`src/rtl/trng_sample_ctrl.sv`:
```
// Sequencer for the ring-oscillator TRNG: warm-up, decimated sampling, byte packing,
// TX handshake, and a repetition-count health test that aborts a stuck source.
module trng_sample_ctrl #(
    parameter int DIV_W      = 8,
    parameter int WARMUP_CYC = 256,
    parameter int RCT_LIMIT  = 32
) (
    input  logic             clk,
    input  logic             rst_n,
    input  logic             i_en,
    input  logic             i_rnd_bit,
    output logic             o_ro_en,
    input  logic             i_cmd_valid,
    input  logic [7:0]       i_cmd_data,
    input  logic [DIV_W-1:0] i_div,
    output logic             o_tx_valid,
    output logic [7:0]       o_tx_data,
    input  logic             i_tx_ready,
    output logic             o_busy,
    output logic             o_fault
);

    localparam int                WARM_W    = $clog2(WARMUP_CYC + 1);
    localparam logic [WARM_W-1:0] WARM_LAST = WARM_W'(WARMUP_CYC - 1);
    localparam logic [7:0]        RCT_MAX   = 8'(RCT_LIMIT);

    typedef enum logic [1:0] {
        IDLE,
        WARMUP,
        COLLECT,
        SEND
    } state_t;

    state_t            state;
    state_t            state_next;
    logic [7:0]        n_cnt;
    logic [DIV_W-1:0]  div_lat;
    logic [DIV_W-1:0]  div_cnt;
    logic [WARM_W-1:0] warm_cnt;
    logic [2:0]        bit_cnt;
    logic [7:0]        shreg;
    logic [7:0]        run_cnt;
    logic [7:0]        run_next;
    logic              prev_bit;
    logic              fault;
    logic              strobe;
    logic              cmd_accept;
    logic              tx_xfer;
    logic              rct_fail;

    assign strobe     = (state == COLLECT) && (div_cnt == div_lat);
    assign cmd_accept = (state == IDLE) && i_en && i_cmd_valid && (i_cmd_data != 8'd0);
    assign tx_xfer    = (state == SEND) && i_tx_ready;
    assign rct_fail   = strobe && (run_next == RCT_MAX);

    // A cleared tracker (run_cnt == 0) means no previous sample exists yet in this command.
    always_comb begin
        run_next = run_cnt;
        if (run_cnt == 8'd0 || i_rnd_bit != prev_bit) begin
            run_next = 8'd1;
        end else if (run_cnt != 8'hFF) begin
            run_next = run_cnt + 8'd1;
        end
    end

    always_ff @(posedge clk or negedge rst_n) begin
        if (!rst_n) begin
            state <= IDLE;
        end else begin
            state <= state_next;
        end
    end

    always_comb begin
        state_next = state;
        if (!i_en) begin
            state_next = IDLE;
        end else begin
            case (state)
                IDLE: begin
                    if (cmd_accept) state_next = WARMUP;
                end
                WARMUP: begin
                    if (warm_cnt == WARM_LAST) state_next = COLLECT;
                end
                COLLECT: begin
                    // A health failure wins over completing the byte.
                    if (rct_fail) begin
                        state_next = IDLE;
                    end else if (strobe && bit_cnt == 3'd7) begin
                        state_next = SEND;
                    end
                end
                SEND: begin
                    if (tx_xfer) state_next = (n_cnt == 8'd1) ? IDLE : COLLECT;
                end
                default: state_next = IDLE;
            endcase
        end
    end

    always_comb begin
        o_ro_en    = 1'b0;
        o_busy     = 1'b0;
        o_tx_valid = 1'b0;
        o_tx_data  = 8'd0;
        if (state != IDLE) begin
            o_ro_en = 1'b1;
            o_busy  = 1'b1;
        end
        if (state == SEND) begin
            o_tx_valid = 1'b1;
            o_tx_data  = shreg;
        end
    end

    assign o_fault = fault;

    // Divider and warm-up counters idle at zero so every COLLECT entry starts a fresh period.
    always_ff @(posedge clk or negedge rst_n) begin
        if (!rst_n) begin
            n_cnt    <= 8'd0;
            div_lat  <= '0;
            div_cnt  <= '0;
            warm_cnt <= '0;
            bit_cnt  <= 3'd0;
            shreg    <= 8'd0;
            run_cnt  <= 8'd0;
            prev_bit <= 1'b0;
            fault    <= 1'b0;
        end else begin
            if (cmd_accept) begin
                n_cnt    <= i_cmd_data;
                div_lat  <= i_div;
                fault    <= 1'b0;
                bit_cnt  <= 3'd0;
                run_cnt  <= 8'd0;
                prev_bit <= 1'b0;
            end

            if (state == WARMUP && state_next == WARMUP) begin
                warm_cnt <= warm_cnt + WARM_W'(1);
            end else begin
                warm_cnt <= '0;
            end

            if (state == COLLECT && state_next == COLLECT) begin
                div_cnt <= strobe ? '0 : div_cnt + DIV_W'(1);
            end else begin
                div_cnt <= '0;
            end

            if (strobe && i_en) begin
                shreg    <= {shreg[6:0], i_rnd_bit};
                prev_bit <= i_rnd_bit;
                run_cnt  <= run_next;
                bit_cnt  <= bit_cnt + 3'd1;
            end

            if (rct_fail && i_en) begin
                fault <= 1'b1;
            end

            if (tx_xfer && i_en) begin
                n_cnt <= n_cnt - 8'd1;
            end
        end
    end

endmodule

```
`config.mk`:
```
export PLATFORM = sky130hd
export DESIGN_NAME = trng_sample_ctrl
export DESIGN_NICKNAME = d
export VERILOG_FILES = /design/src/rtl/trng_sample_ctrl.sv
export SDC_FILE = /design/constraint.sdc
export NUM_CORES = 1
export LEC_CHECK = 0
export CAP_MARGIN = 20
export CORE_AREA = 2 2 77 79
export DETAILED_ROUTE_END_ITERATION = 10
export DIE_AREA = 0 0 79 81
export PLACE_DENSITY = 0.75
export SKIP_LAST_GASP = 1
export SLEW_MARGIN = 10
export SYNTH_ARGS = -nofsm -noshare
export SYNTH_HDL_FRONTEND = slang
export SYNTH_SLANG_ARGS = --single-unit
```
`constraint.sdc`:
```
create_clock -name clk -period 2.5 [get_ports clk]
set_input_delay 0.5 -clock clk [delete_from_list [all_inputs] [get_ports clk]]
set_output_delay 0.5 -clock clk [all_outputs]
set_load 0.1 [all_outputs]
```
==> results of run 1 <==
-- flip-flops by register name, summed over array words and instances (netlist names) --
name      cells
state         2
prev_bit      1
bit_cnt       3
run_cnt       8
shreg         8
div_cnt       8
div_lat       8
n_cnt         8
warm_cnt      9
o_fault       1
-- cells in the final DEF, fill, tap and decap left out, types with 3 or more instances in the layout --
master           netlist  routed
buf_12                 0       5
o21ai_0                9       9
inv_1                  7       7
clkbuf_8               0       6
ha_1                   9       9
nand4_1                7       7
o211ai_1               5       5
nand3_1               20      20
nand2_1               43      43
a31oi_1                8       8
buf_4                  1      19
mux2_2                 9       9
nor2_1                34      34
and3_1                13      13
dfrtp_1               56      56
xor2_1                 8       8
xnor2_1               11      11
nand2b_1               3       3
clkdlybuf4s50_1        0      20
o22ai_1                3       3
a21oi_1               16      16
or4_1                  4       4
and2_1                 3       3
-- cells by family after synthesis --
kind of cell             count (synthesis)  share of synthesized area, %
adder cells (fa/ha/maj)                  9                         3.725
flip-flops                              56                         46.36
multiplexers                            10                         3.684
AO/OA/AOI/OAI                           61                         13.20
AND/OR/NAND/NOR                        145                         24.21
XOR/XNOR                                19                         5.505
buffers and inverters                   25                         3.311
-- worst max-delay path, stage by stage, from the launching register on --
cell     delay, ns
dfrtp_1       0.47
inv_1         0.11
ha_1          0.14
or3b_2        0.45
o21a_1        0.21
a32o_2        0.29
nor4_4        0.30
o22ai_1       0.11
-- power breakdown --
group | switching [W] | internal, W | leakage (nW)
clock network | 0.000276 | 0.000226 | 0.0445
registers | 0.0000483 | 0.000959 | 0.750
logic | 0.000145 | 0.000109 | 0.803
-- area by class of cell --
| cell class | instances | share of cell area, % |
|---|---|---|
| clock buffers | 7 | 2.405 |
| clock inverters | 1 | 0.2091 |
| inverters | 7 | 0.7320 |
| multi-input cells | 244 | 42.52 |
| flip-flops and latches | 56 | 39.04 |
| well taps | 75 | 2.614 |
| repair buffers | 45 | 12.48 |
-- worst paths after layout --
kind / end / slack [ns] / depth (start not counted)
setup reg to reg: state[1] / 0.29 / 7
hold reg to reg: warm_cnt[0] / 0.47 / 1
hold / removal: n_cnt[6] / 0.32 / 2
min in group clk: warm_cnt[0] / 0.47 / 1
max in group asynchronous: warm_cnt[1] / 1.74 / 2
setup / recovery: state[1] / 0.29 / 7
-- routing by layer --
| layer | track usage [%] | routed length, µm |
|---|---|---|
| met5 | 0 | 0 |
| met1 | 27.02 | 2832 |
| met2 | 33.22 | 2932 |
| met4 | 6.034 | 64 |
| met3 | 3.667 | 247 |
-- per-stage QoR --
step	cells	setup slack (ns)
final	435	0.2948
after global routing	435	0.1584
after CTS	435	0.2977
after detailed placement	427	0.1434
after global placement	427	0.1828
after floorplan	325	0.4107
==> qor.csv, run 1 <==
metric;value;unit
CTS root buf;clkbuf_8;
Seq/Total Area, Yosys;46.36;%
area of the core;5675;µm²
Synth Net Count;356;
vias after detailed routing;2445;
clock skew;0.01242;ns
CTS HTree Levels;2;
Reg2Reg Launch Point;run_cnt[0];
CTS tree;done;
Cells after Synth;325;
CTS Sinks;56;
hold buffers post-CTS;0;
P&R area growth vs syn;18.75;%
final slew viol count;0;
Hold Path Class;in2async;
Fmax;453.5;MHz
top cell type's share of synthesized area;46.36;%
Synth Register Bits;56;
Pwr Total;0.001763;W
Detail Placement HPWL;4410;µm
top-count cell post-synth;dfrtp_1;
Via density;5.621;
Clock Latency Late Sink;0.30;ns
clk slew on worst S/H paths;0.10;ns
Residual DRC;0;
cell accounting for the most synthesized area;dfrtp_1;
PwrDens;491.0;nW/µm²
Post-Route WL;6077;µm
post-CTS repair timing setup buffer count;0;
post-route cell area;3590;µm²
DRT antenna net count;0;
Tot GR Track Use;20.03;%
Post-synth EDFFs;0;
Initial DRC Count;120;
Syn. warnings;0;
Placed Area;3496;µm²
final hold vios;0;
Starting Density;53.26;%
Clock Tree Buf Depth;2;
Finished Core Util;63.25;%
crit path time final;2.205;ns
Antenna diodes;0;
Most used DFF post-synth;dfrtp_1;
CP Launch Type;register;
max_cap viols;0;
Chip Height;81;µm
syn_area_per_cell;9.301;µm²
drt wl/cell;13.97;µm
Async SR Flop Fraction;100.0;%
Die Wd;79;µm
vias in the first global route;2207;
Tcrit/Tclk final;88.21;%
fin nets;390;
largest net degree at the start of global routing;57;
Multi-input gate area;1526;µm²
first-pass GRT wire length;10200;µm
share of cells above drive strength 1;13.61;%
CTS resizes;0;
total congestion overflow;0;
mapped cell area;3023;µm²
leading cell types by count after synthesis;dfrtp_1 (56), nand2_1 (43), nor2_1 (34), nand3_1 (20), a21oi_1 (16);
DRT Pass-1 Iters;4;
gpl congestion;0.9562;
TNS Setup;0;ns
initial antenna violation count;0;
Least-Margin Pin Slew;0.6815;ns
Critical Path Sink Type;register;
critical path required time;2.68;ns
crit path DAT;2.39;ns
dominant cells by area after synthesis;dfrtp_1 (46%), nand2_1 (5.3%), nor2_1 (4.2%), ha_1 (3.7%), mux2_2 (3.4%);
fill count;482;
Register Area;1401;µm²
Top Ports;34;
Setup Crit Path Kind;reg2reg;
Leak;1.598;nW
critical path peak fanout;8;
Die Area;6399;µm²
Num CTS Buffers;5;
outcome;finished, final reports clean;
max_slew headroom;54.56;%
Final Setup Violations;0;
RSZ-0062 raised after global routing;false;
Cell Rows;28;
Fin Hold WS;0.3213;ns
crit path from;run_cnt[0];
post-synthesis cell type count;52;
Max IR drop VDD;0.3819;mV
I/O Buffers;33;
(Power assumes the default switching activity.)
==> run 2: changes to the inputs <==
Settings changed: CTS_CLUSTER_SIZE set to 30, SKIP_CTS_REPAIR_TIMING set to 1, TNS_END_PERCENT set to 20.
==> results of run 2 <==
Same layout as run 1: the final DEF is identical, and so are final timing and power.
